[src/rtl/pixel_writer.sv]
// pixel_writer: queues line-drawer pixels, drops off-screen ones, writes y*H_RES+x; PIXEL_WRITER_CLIP_COUNT_EN adds a clip counter.
// Latency: accept at edge N -> fb_we after N+1; in_ready low only when FIFO full; fb_we/addr/data held until fb_ready.
module pixel_writer #(
  parameter int DEPTH = 4,
  parameter int H_RES = 320,
  parameter int V_RES = 240
) (
  input  logic        clock,
  input  logic        resetN,
  input  logic        in_valid,
  output logic        in_ready,
  input  logic [8:0]  in_x,
  input  logic [8:0]  in_y,
  input  logic [2:0]  in_colour,
  output logic [16:0] fb_addr,
  output logic [2:0]  fb_data,
  output logic        fb_we,
  input  logic        fb_ready,
  output logic        busy,
  output logic [15:0] clip_count
);

  typedef struct packed {
    logic [8:0] x;
    logic [8:0] y;
    logic [2:0] colour;
  } pix_t;

  typedef enum logic {IDLE, WRITE} state_e;

  localparam logic [16:0] H_LIM = 17'(H_RES);
  localparam logic [16:0] V_LIM = 17'(V_RES);

  state_e      state_q, state_d;
  logic [16:0] addr_q, addr_d;
  logic [2:0]  data_q, data_d;
  pix_t        in_pix, head;
  logic        fifo_full, fifo_empty;
  logic        push, pop;
  logic        head_vis;
  logic [16:0] head_addr;

  assign in_pix = '{x: in_x, y: in_y, colour: in_colour};
  // resetN gating keeps in_ready low while held in reset
  assign in_ready = resetN & ~fifo_full;
  assign push     = in_valid & in_ready;

  pixel_writer_fifo #(
    .W     ($bits(pix_t)),
    .DEPTH (DEPTH)
  ) u_fifo (
    .clock  (clock),
    .resetN (resetN),
    .push   (push),
    .pop    (pop),
    .wdata  (in_pix),
    .rdata  (head),
    .full   (fifo_full),
    .empty  (fifo_empty)
  );

  assign head_vis  = ({8'd0, head.x} < H_LIM) && ({8'd0, head.y} < V_LIM);
  assign head_addr = {8'd0, head.y} * H_LIM + {8'd0, head.x};

  always_comb begin
    state_d = state_q;
    addr_d  = addr_q;
    data_d  = data_q;
    pop     = 1'b0;
    case (state_q)
      IDLE: pop = ~fifo_empty;
      WRITE: begin
        pop = ~fifo_empty & fb_ready;
        if (fb_ready && fifo_empty) state_d = IDLE;
      end
      default: state_d = IDLE;
    endcase
    // a clipped head costs one IDLE cycle but never a write
    if (pop) begin
      if (head_vis) begin
        state_d = WRITE;
        addr_d  = head_addr;
        data_d  = head.colour;
      end else begin
        state_d = IDLE;
      end
    end
  end

  always_ff @(posedge clock or negedge resetN) begin
    if (!resetN) begin
      state_q <= IDLE;
      addr_q  <= '0;
      data_q  <= '0;
    end else begin
      state_q <= state_d;
      addr_q  <= addr_d;
      data_q  <= data_d;
    end
  end

  assign fb_we   = (state_q == WRITE);
  assign fb_addr = addr_q;
  assign fb_data = data_q;
  assign busy    = ~fifo_empty | fb_we;

`ifdef PIXEL_WRITER_CLIP_COUNT_EN
  logic [15:0] clip_cnt_q, clip_cnt_d;

  always_comb begin
    clip_cnt_d = clip_cnt_q;
    if (pop && !head_vis && (clip_cnt_q != 16'hFFFF)) clip_cnt_d = clip_cnt_q + 16'd1;
  end

  always_ff @(posedge clock or negedge resetN) begin
    if (!resetN) clip_cnt_q <= '0;
    else         clip_cnt_q <= clip_cnt_d;
  end

  assign clip_count = clip_cnt_q;
`else
  assign clip_count = '0;
`endif

endmodule

module pixel_writer_fifo #(
  parameter int W     = 21,
  parameter int DEPTH = 4
) (
  input  logic         clock,
  input  logic         resetN,
  input  logic         push,
  input  logic         pop,
  input  logic [W-1:0] wdata,
  output logic [W-1:0] rdata,
  output logic         full,
  output logic         empty
);

  localparam int AW = $clog2(DEPTH);

  logic [W-1:0]  mem_q [DEPTH];
  logic [AW-1:0] wptr_q, wptr_d;
  logic [AW-1:0] rptr_q, rptr_d;
  logic [AW:0]   count_q, count_d;

  always_comb begin
    wptr_d  = wptr_q;
    rptr_d  = rptr_q;
    count_d = count_q;
    if (push) wptr_d = wptr_q + AW'(1);
    if (pop)  rptr_d = rptr_q + AW'(1);
    if (push && !pop)      count_d = count_q + (AW+1)'(1);
    else if (pop && !push) count_d = count_q - (AW+1)'(1);
  end

  always_ff @(posedge clock or negedge resetN) begin
    if (!resetN) begin
      wptr_q  <= '0;
      rptr_q  <= '0;
      count_q <= '0;
    end else begin
      wptr_q  <= wptr_d;
      rptr_q  <= rptr_d;
      count_q <= count_d;
    end
  end

  // storage needs no reset: occupancy alone decides what is valid
  always_ff @(posedge clock) begin
    if (push) mem_q[wptr_q] <= wdata;
  end

  assign rdata = mem_q[rptr_q];
  assign full  = (count_q == (AW+1)'(DEPTH));
  assign empty = (count_q == '0);

endmodule

[config.mk]
export PLATFORM = sky130hd
export DESIGN_NAME = pixel_writer
export DESIGN_NICKNAME = d
export VERILOG_FILES = /design/src/rtl/pixel_writer.sv
export SDC_FILE = /design/constraint.sdc
export NUM_CORES = 1
export LEC_CHECK = 0
export BUFFER_PORTS_ARGS = -buffer_cell sky130_fd_sc_hd__buf_2
export CAP_MARGIN = 10
export CORE_ASPECT_RATIO = 1.75
export CORE_MARGIN = 1.5
export CORE_UTILIZATION = 52
export DETAILED_ROUTE_END_ITERATION = 6
export PLACE_DENSITY = 0.81
export SETUP_SLACK_MARGIN = 0.3
export SLEW_MARGIN = 20
export SYNTH_ARGS = -nofsm -noshare
export SYNTH_HDL_FRONTEND = slang
export SYNTH_SLANG_ARGS = --single-unit
[constraint.sdc]
create_clock -name clock -period 3.55 [get_ports clock]
set_input_delay 0.5325 -clock clock [delete_from_list [all_inputs] [get_ports clock]]
set_output_delay 0.5325 -clock clock [all_outputs]
set_load 0.01 [all_outputs]
==> qor.csv <==
metric;value;unit
finalHoldViolations;0;
reg2reg_to;fb_addr[16];
cp.required;3.78;ns
place.gp.congestion;0.793;
antenna_found_initial;1;
synthArstFlopShare;25.0;%
wl_per_cell;17.8;microns
setup_viol;0;
rows;47;
dp_hpwl;5.86;mm
drive_above_1_share;35.6;%
fin_crit;3.13;ns
slew_violations;0;
worst_slack;0.422;ns
initial_core_util;53.1;%
grt.overflow.total;0;
nNetsFinal;421;
grt_pass1_vias;2818;
finalHoldWorstSlack;0.271;ns
pin_count;64;
place_ws;0.190;ns
dr.pass1.iters;4;
start_kind;flop;
run_status;finished clean;
grt_max_degree;29;
power_density;1060;nW/um^2
cellLeakagePower;2.30;nW
use_met2;34.7;%
synth_edf_count;84;
worstReg2RegStart;u_fifo.rptr_q[0];
fin_tns_setup;0;ns
grt_pass1_wl;13.9;mm
cp_max_fo;4;
crit_arrival;3.36;ns
syn_to_final_growth;17.3;%
port-buffer-count;47;
vias;2699;
ant_nets;0;
core_area;9410;sq um
die_width;77.1;microns
die_area;10200;sq um
critical_path.startpoint;u_fifo.rptr_q[0];
synth.avg_cell_area;16.6;sq um
max_cap_violations;0;
worstMarginPinSlew;0.501;ns
use_met1;19.4;%
track_usage;18.6;%
clock_skew;0.00680;ns
slew_headroom;66.4;%
ff2ff_setup_slack;0.42;ns
clk_path_buf_depth;2;
wirelength;8.89;mm
gr-max-usage-layer;met2;
yosysWarnings;0;
synthFlopType;edfxtp_1;
ys_seq_elements;112;
clock_latency;0.34;ns
ctsHoldBuffers;0;
hold_path.class;primary input to asynchronous set/reset pin;
drt_iter0_markers;74;
htree_levels;3;
utilization;62.3;%
netlist_area;5000;sq um
met3_usage;4.41;%
critPathKind;flop to flop;
root_buffer;clkbuf_16;
die_y;133;microns
synth.yosys.seq_area_share;64.5;%
fmax;320;MHz
numCtsBuffers;9;
drt-vias-per-instance;5.41;
dpl-instance-area;5380;sq um
grt_setup_unrepaired;no;
syn_inst;301;
synth_cell_types;47;
fin_crit_sh;88.1;%
drc;0;
end_kind;flop;
cts.sinks;112;
final_area;5860;sq um
ir_drop;488;uV
tritoncts;built;
clk_pin_slew;0.07;ns
reg2reg_depth;13;
==> metrics by stage <==
step | cells | power [mW]
2_1_floorplan | 316 | 4.18
3_3_place_gp | 475 | 4.70
3_5_place_dp | 475 | 4.78
4_1_cts | 493 | 5.95
5_1_grt | 499 | 6.69
6_report | 499 | 6.24
==> Yosys cell counts, types with 2 or more instances <==
| master | count | area [sq um] |
|---|---|---|
| buf_6 | 3 | 33.8 |
| edfxtp_1 | 84 | 2520 |
| a21o_1 | 2 | 15.0 |
| o21ai_0 | 3 | 15.0 |
| nor2_1 | 14 | 52.6 |
| nand2b_1 | 2 | 12.5 |
| mux4_2 | 21 | 473 |
| ha_1 | 22 | 275 |
| and3_1 | 6 | 37.5 |
| a211oi_1 | 2 | 15.0 |
| buf_2 | 2 | 10.0 |
| mux2_4 | 9 | 135 |
| a21oi_1 | 3 | 15.0 |
| o21ai_1 | 13 | 65.1 |
| xnor2_1 | 5 | 43.8 |
| buf_4 | 16 | 120 |
| inv_1 | 6 | 22.5 |
| fa_1 | 3 | 60.1 |
| xor2_1 | 11 | 96.3 |
| clkbuf_1 | 3 | 11.3 |
| nand4_1 | 2 | 12.5 |
| nand2_1 | 17 | 63.8 |
| dfrtp_1 | 28 | 701 |
==> what timing repair did <==
action | CTS | global route
pin swaps | 0 | 6
endpoints found under the setup margin | 3 | 4
buffers inserted | 2 | 5
resized for setup | 3 | 12
endpoints found under the hold margin | 0 | 0
==> cell type report <==
cell class	count	area, sq um
Antenna cell	1	2.50
Clock buffer	10	239
Clock inverter	6	90.1
Fill cell	701	3540
Inverter	7	26.3
Multi-Input combinational cell	173	1730
Sequential cell	112	3230
Tap cell	122	153
Timing Repair Buffer	68	397
==> placed cells by master, fill, tap and decap left out, types with 2 or more instances in the layout <==
master	count
dfrtp_2	2
nor2_1	13
xnor2_1	5
inv_1	6
inv_6	2
dfrtp_1	26
a21o_1	2
bufinv_16	2
a21oi_1	3
ha_2	2
nand2_1	17
buf_2	47
clkbuf_16	9
ha_1	15
edfxtp_1	84
o21ai_0	3
nand4_1	2
nor2_2	2
xor2_1	11
buf_4	20
conb_1	16
a211oi_1	2
fa_1	2
ha_4	5
and3_1	6
mux4_2	21
nand2b_1	2
mux2_4	9
o21ai_1	13
==> worst max-delay path, cell delays in order (launching register included) <==
cell,delay (ns)
dfrtp_2,0.40
buf_4,0.12
mux4_2,0.54
ha_4,0.27
ha_4,0.17
fa_2,0.39
a211oi_4,0.27
buf_4,0.15
buf_4,0.10
nor4b_1,0.04
nand4b_1,0.23
nand4_1,0.13
xor2_1,0.14
o21ai_1,0.07
==> logic make-up after synthesis <==
family                   share of synthesized area, %
AO/OA/AOI/OAI                                    3.75
other                                          0.0750
buffers and inverters                            4.03
AND/OR/NAND/NOR                                  5.33
adder cells (fa/ha/maj)                          6.71
multiplexers                                     12.8
XOR/XNOR                                         2.80
flip-flops                                       64.5
==> registers in the layout, indices dropped and copies added (netlist names) <==
signal and count:
u_fifo.wptr_q 2, fb_data 3, u_fifo.rptr_q 2, u_fifo.mem_q 84, fb_we 1, fb_addr 17, u_fifo.count_q 3
==> routing by layer <==
| layer | up-vias | part of all wire (%) | wire length [microns] |
|---|---|---|---|
| met1 | 1374 | 36 | 3190 |
| met4 | 0 | 2.2 | 196 |
| li1 | 1246 | - | - |
| met2 | 65 | 58 | 5170 |
| met5 | - | 0 | 0 |
| met3 | 14 | 3.8 | 334 |
==> power breakdown <==
part | internal, mW | switching [mW]
sequential | 1.70 | 0.158
clock | 0.641 | 0.443
combinational | 1.63 | 1.67
==> worst max path at each step <==
stage                             end  cells past startpoint
final                     fb_addr[16]                     13
after global routing      fb_addr[16]                     10
after CTS                 fb_addr[16]                     11
after detailed placement  fb_addr[16]                     10
after global placement    fb_addr[16]                     10
after floorplan           fb_addr[16]                     13
(Power assumes the default switching activity.)
